**src/rtl/demux_dist_if.sv**
```systemverilog
// Handshake bundle for demux_dist: one producer stream in, NUM_OUT lane streams out,
// plus drop reporting. slave = the demux, master = producer and lane consumers.
interface demux_dist_if #(
   parameter int NUM_OUT = 31,
   parameter int DATA_W  = 2,
   parameter int SEL_W   = 5,
   parameter int CNT_W   = 8
);
   logic                        in_valid;
   logic                        in_ready;
   logic [SEL_W-1:0]            in_sel;
   logic [DATA_W-1:0]           in_data;
   logic [NUM_OUT-1:0]          out_valid;
   logic [NUM_OUT-1:0]          out_ready;
   logic [NUM_OUT*DATA_W-1:0]   out_data;
   logic                        drop_pulse;
   logic [CNT_W-1:0]            drop_cnt;

   modport master (
      output in_valid, in_sel, in_data, out_ready,
      input  in_ready, out_valid, out_data, drop_pulse, drop_cnt
   );

   modport slave (
      input  in_valid, in_sel, in_data, out_ready,
      output in_ready, out_valid, out_data, drop_pulse, drop_cnt
   );
endinterface

```
**src/rtl/demux_dist.sv**
```systemverilog
// 1-to-NUM_OUT registered demux with a one-entry slice per lane; out-of-range selects are dropped.
// Optional saturating drop counter enabled by defining DEMUX_DROP_CNT_EN.
module demux_dist #(
   parameter int NUM_OUT = 31,
   parameter int DATA_W  = 2,
   parameter int SEL_W   = 5,
   parameter int CNT_W   = 8
) (
   input  logic        clk,
   input  logic        reset,
   demux_dist_if.slave bus
);
   localparam logic [SEL_W:0] NUM_OUT_X = (SEL_W + 1)'(NUM_OUT);

   logic                            sel_legal;
   logic                            accept;
   logic [NUM_OUT-1:0]              sel_hit;
   logic [NUM_OUT-1:0]              lane_open;
   logic [NUM_OUT-1:0]              load;
   logic [NUM_OUT-1:0]              valid_q, valid_d;
   logic [NUM_OUT-1:0][DATA_W-1:0]  data_q, data_d;
   logic                            drop_pulse_q, drop_pulse_d;

   assign sel_legal = {1'b0, bus.in_sel} < NUM_OUT_X;

   genvar gi;
   generate
      for (gi = 0; gi < NUM_OUT; gi++) begin : g_lane
         assign sel_hit[gi]   = sel_legal && (bus.in_sel == SEL_W'(gi));
         // A full lane can still take a word in the same cycle its consumer drains it.
         assign lane_open[gi] = ~valid_q[gi] | bus.out_ready[gi];
      end
   endgenerate

   assign bus.in_ready = ~sel_legal | (|(sel_hit & lane_open));
   assign accept       = bus.in_valid & bus.in_ready;
   assign load         = {NUM_OUT{accept}} & sel_hit;

   always_comb begin
      valid_d      = valid_q;
      data_d       = data_q;
      drop_pulse_d = accept & ~sel_legal;
      for (int i = 0; i < NUM_OUT; i++) begin
         if (load[i]) begin
            valid_d[i] = 1'b1;
            data_d[i]  = bus.in_data;
         end else if (bus.out_ready[i]) begin
            valid_d[i] = 1'b0;
         end
      end
   end

   always_ff @(posedge clk) begin
      if (reset) begin
         valid_q      <= '0;
         data_q       <= '0;
         drop_pulse_q <= 1'b0;
      end else begin
         valid_q      <= valid_d;
         data_q       <= data_d;
         drop_pulse_q <= drop_pulse_d;
      end
   end

   assign bus.out_valid  = valid_q;
   assign bus.out_data   = data_q;
   assign bus.drop_pulse = drop_pulse_q;

`ifdef DEMUX_DROP_CNT_EN
   logic [CNT_W-1:0] drop_cnt_q, drop_cnt_d;

   // Saturates at all-ones and holds until reset.
   always_comb begin
      drop_cnt_d = drop_cnt_q;
      if (drop_pulse_d && (drop_cnt_q != {CNT_W{1'b1}})) begin
         drop_cnt_d = drop_cnt_q + CNT_W'(1);
      end
   end

   always_ff @(posedge clk) begin
      if (reset) begin
         drop_cnt_q <= '0;
      end else begin
         drop_cnt_q <= drop_cnt_d;
      end
   end

   assign bus.drop_cnt = drop_cnt_q;
`else
   assign bus.drop_cnt = {CNT_W{1'b0}};
`endif
endmodule

```
**src/flat_wrapper.sv**
```systemverilog
// flat-port wrapper written by rule: the top's interface ports become plain ports
module demux_dist_flat 
#(
   parameter int NUM_OUT = 31,
   parameter int DATA_W  = 2,
   parameter int SEL_W   = 5,
   parameter int CNT_W   = 8
)
  (clk, reset, bus_in_valid, bus_in_sel, bus_in_data, bus_out_ready, bus_in_ready, bus_out_valid, bus_out_data, bus_drop_pulse, bus_drop_cnt);
  demux_dist_if #(.NUM_OUT(NUM_OUT), .DATA_W(DATA_W), .SEL_W(SEL_W), .CNT_W(CNT_W)) bus_i ();
  input  logic clk;
  input  logic reset;
  input wire logic [$bits(bus_i.in_valid)-1:0] bus_in_valid;
  input wire logic [$bits(bus_i.in_sel)-1:0] bus_in_sel;
  input wire logic [$bits(bus_i.in_data)-1:0] bus_in_data;
  input wire logic [$bits(bus_i.out_ready)-1:0] bus_out_ready;
  output wire logic [$bits(bus_i.in_ready)-1:0] bus_in_ready;
  output wire logic [$bits(bus_i.out_valid)-1:0] bus_out_valid;
  output wire logic [$bits(bus_i.out_data)-1:0] bus_out_data;
  output wire logic [$bits(bus_i.drop_pulse)-1:0] bus_drop_pulse;
  output wire logic [$bits(bus_i.drop_cnt)-1:0] bus_drop_cnt;
  assign bus_i.in_valid = bus_in_valid;
  assign bus_i.in_sel = bus_in_sel;
  assign bus_i.in_data = bus_in_data;
  assign bus_i.out_ready = bus_out_ready;
  assign bus_in_ready = bus_i.in_ready;
  assign bus_out_valid = bus_i.out_valid;
  assign bus_out_data = bus_i.out_data;
  assign bus_drop_pulse = bus_i.drop_pulse;
  assign bus_drop_cnt = bus_i.drop_cnt;
  demux_dist #(.NUM_OUT(NUM_OUT), .DATA_W(DATA_W), .SEL_W(SEL_W), .CNT_W(CNT_W)) u_core (.clk(clk), .reset(reset), .bus(bus_i));
endmodule
```
**config.mk**
```make
export PLATFORM = sky130hd
export DESIGN_NAME = demux_dist_flat
export DESIGN_NICKNAME = d
export VERILOG_FILES = /design/src/rtl/demux_dist_if.sv /design/src/rtl/demux_dist.sv /design/src/flat_wrapper.sv
export SDC_FILE = /design/constraint.sdc
export NUM_CORES = 1
export LEC_CHECK = 0
export ABC_AREA = 1
export BUFFER_PORTS_ARGS = -buffer_cell sky130_fd_sc_hd__buf_2
export CORE_ASPECT_RATIO = 0.9
export CORE_UTILIZATION = 25
export CTS_BUF_LIST = sky130_fd_sc_hd__clkbuf_16
export DETAILED_ROUTE_END_ITERATION = 10
export GPL_TIMING_DRIVEN = 0
export PLACE_DENSITY_LB_ADDON = 0.08
export SLEW_MARGIN = 20
export SYNTH_ARGS = -nofsm -noshare
export SYNTH_HDL_FRONTEND = slang
export SYNTH_SLANG_ARGS = --single-unit
export TNS_END_PERCENT = 20
```
**constraint.sdc**
```tcl
create_clock -name clk -period 2.6 [get_ports clk]
set_clock_uncertainty 0.1 [all_clocks]
set_input_delay 0.52 -clock clk [delete_from_list [all_inputs] [get_ports clk]]
set_output_delay 0.52 -clock clk [all_outputs]
set_load 0.02 [all_outputs]
```
==> summary.md <==
| Metric | Value |
|---|---|
| Overflow after GRT | `0` |
| Tcrit/Tclk final | `96.1%` |
| Post-synth top area share | `37.1%` |
| # clock sinks | `94` |
| I/O Pins | `144` |
| DRT Pass-1 Iters | `8` |
| Arrival @ worst endpoint | `1.88 ns` |
| Starting Density | `25.4%` |
| Hold WS | `0.338 ns` |
| Clock slew at the register clock pins of the worst setup and hold paths | `0.07 ns` |
| Worst Path Required | `1.98 ns` |
| Vias per cell | `4.20` |
| Max VDD drop | `0.247 mV` |
| Critical path class | `in2out` |
| CP max FO | `5` |
| Global placer's final weighted congestion | `0.857` |
| Filler instances | `2,229` |
| Final Hold Vio Count | `0` |
| Slew margin rel. | `49.0%` |
| Die width | `152 um` |
| Wirelength, routed | `17,400 um` |
| All-Layer GR Usage | `17.0%` |
| Remaining antenna violation count | `0` |
| CTS tree | `built` |
| Crit-path max cell delay | `0.22 ns` |
| Row count | `49` |
| Yosys warns | `0` |
| #FFs+latches synth | `94` |
| Mapped cell area | `5070 um^2` |
| Final Setup Violations | `0` |
| Global-route wire length before repair | `26,700 um` |
| Die ar. | `20,800 um^2` |
| Clock Path Buffers | `2` |
| Failing checks | `DRC` |
| First-iteration detailed-routing DRC count | `275` |
| Dpl ws | `-0.393 ns` |
| Leakage power | `3.23 nW` |
| Initial antenna violation count | `0` |
| Fmax | `400 MHz` |
| Startpoint types | `input port` |
| Num CTS Buffers | `9` |
| Final nets | `977` |
| Pwr/cell area | `524 nW/um^2` |
| Worst-margin pin slew | `0.758 ns` |
| Via count | `5,026` |
| CTS root buffer | `clkbuf_16` |
| Wire per inst | `14.5 um` |
| CP cell instances | `buf_2 > inv_1 > nor2_4 > nand2_1 > nor2_4 > nand2_1 > nand3_1 > nor2_1 > nand3_4 > buf_2` |
| Critical path's top delay family | `simple AND/OR/NAND/NOR gates` |
| MaxCap Viol Count | `0` |
| Hold Crit Class | `in2reg` |
| Tmin final | `2.50 ns` |
| Slowest CP cell | `nor2_4` |
| Ranking of synthesized cells by area | `dfxtp_1 (37%), nand2_1 (14%), inv_1 (13%)` |
| H-tree levels | `3` |
| Syn Inst Count | `779` |
| Register area share after synthesis | `37.1%` |
| Largest net degree at the start of global routing | `15` |
| Clk Latency, worst-skew pair | `0.35 ns` |
| Cell taking the most area after synthesis | `dfxtp_1` |
| Vias in the first global route | `4,693` |
| PnR worst setup slack | `0.102 ns` |
| Setup crit end kind | `output port` |
| RSZ-0062 raised after global routing | `no` |
| Yosys cell types | `23` |
| DRC errors left | `40` |
| Final Slew Violations | `0` |
| HPWL Detailed | `13,500 um` |
| Layout area overhead | `28.5%` |
| Status | `finished, violations left` |
| Bufs and invs on worst path | `3` |
| Mean Syn Cell Area | `6.51 um^2` |
| I/O Buffers | `132` |
| Height of the die | `137 um` |
| Total core area | `19,900 um^2` |
| Share of cells above drive strength 1 | `24.8%` |
[placed cells by master (no fill, tap or decap)]
| cell type | netlist | layout |
|---|---|---|
| a21oi_1 | 32 | 32 |
| buf_1 | 15 | 15 |
| buf_2 | 7 | 136 |
| buf_4 | 9 | 19 |
| buf_6 | 8 | 8 |
| buf_8 | 1 | 1 |
| bufinv_16 | 0 | 2 |
| clkbuf_1 | 9 | 9 |
| clkbuf_16 | 0 | 9 |
| clkinv_1 | 0 | 1 |
| clkinv_2 | 0 | 2 |
| conb_1 | 1 | 8 |
| dfxtp_1 | 94 | 94 |
| diode_2 | 0 | 1 |
| inv_1 | 171 | 173 |
| inv_2 | 3 | 3 |
| inv_4 | 1 | 1 |
| nand2_1 | 189 | 185 |
| nand2_2 | 1 | 5 |
| nand3_1 | 9 | 9 |
| nand3_2 | 31 | 31 |
| nand3_4 | 1 | 1 |
| nand4_1 | 71 | 71 |
| nor2_1 | 96 | 94 |
| nor2_2 | 12 | 3 |
| nor2_4 | 1 | 12 |
| nor3_1 | 16 | 16 |
| nor4_1 | 1 | 1 |
[logic make-up (layout without fill, tap and decap cells)]
family / after synthesis / in the layout / share of synthesized area [%]
and+or+nand+nor: 428 / 428 / 40.8
DFF: 94 / 94 / 37.1
other: 1 / 9 / 0.0740
buffers and inverters: 224 / 379 / 18.9
AOI/OAI and AO/OA: 32 / 32 / 3.16
[routing by layer]
metal	global-route usage [%]	part of all wire (%)	vias up
met5	0	0	-
met4	4.93	1.3	0
met3	3.45	5.1	13
met2	26.0	42	131
met1	24.0	52	2215
li1	-	-	2667
[path summary, 6_finish.rpt]
check / cells past startpoint / end / slack, ns / start
max reg2reg: 13 / u_core.bus.out_data[35] / 0.48 / u_core.bus.out_valid[23]
min: 4 / u_core.bus.out_valid[3] / 0.34 / bus_out_ready[3]
min reg2reg: 2 / u_core.bus.out_valid[3] / 0.39 / u_core.bus.out_valid[3]
max: 10 / bus_in_ready / 0.10 / bus_in_sel[2]
[worst min-delay path: stages]
cell     delay, ns
buf_2         0.07
inv_1         0.05
nand2_1       0.05
a21oi_1       0.05
[per-stage QoR]
step	power, W	util, %	TNS (ns)	cells	instance area [um^2]
final	0.00341	32.7	0	1197	6510
after global routing	0.00356	32.7	0	1196	6510
after CTS	0.00345	32.3	0	1189	6440
after detailed placement	0.00203	30.5	-5.03	1173	6070
after global placement	0.00203	30.5	-6.99	1173	6070
after floorplan	0.00186	-	0	786	5090
[cells in the mapped netlist, drive strengths merged]
cell type,instances
nand3,41
conb,1
a21oi,32
nor4,1
dfxtp,94
inv,175
nand2,190
nor2,109
nand4,71
clkbuf,9
buf,40
nor3,16
[power breakdown]
part           leakage [nW]  switching, W  internal (W)  total [W]
combinational          2.31      0.000378      0.000177   0.000555
clock                 0.159      0.000564      0.000829    0.00139
sequential            0.758    0.00000767       0.00145    0.00146
[area by class of cell]
| class | count | area [um^2] | share of cell area, % |
|---|---|---|---|
| Clock inverter | 7 | 81.3 | 1.25 |
| Tap cell | 255 | 319 | 4.90 |
| Sequential cell | 94 | 1880 | 28.9 |
| Buffer | 48 | 298 | 4.57 |
| Antenna cell | 1 | 2.50 | 0.0384 |
| Multi-Input combinational cell | 468 | 2330 | 35.7 |
| Inverter | 175 | 659 | 10.1 |
| Clock buffer | 9 | 225 | 3.46 |
| Timing Repair Buffer | 140 | 721 | 11.1 |
[flip-flops by register name, summed over array words and instances (netlist names)]
register               count
u_core.bus.out_data       62
u_core.bus.drop_pulse      1
u_core.bus.out_valid      31
[repair_timing]
item	4_1_cts	5_1_grt
buffers inserted	1	7
gates cloned	0	0
endpoints found under the hold margin	0	0
pin swaps	0	4
setup endpoints to repair	1	1
gates resized for setup	15	4
hold buffers	0	0
No activity file was read; power rests on OpenSTA's default activity.
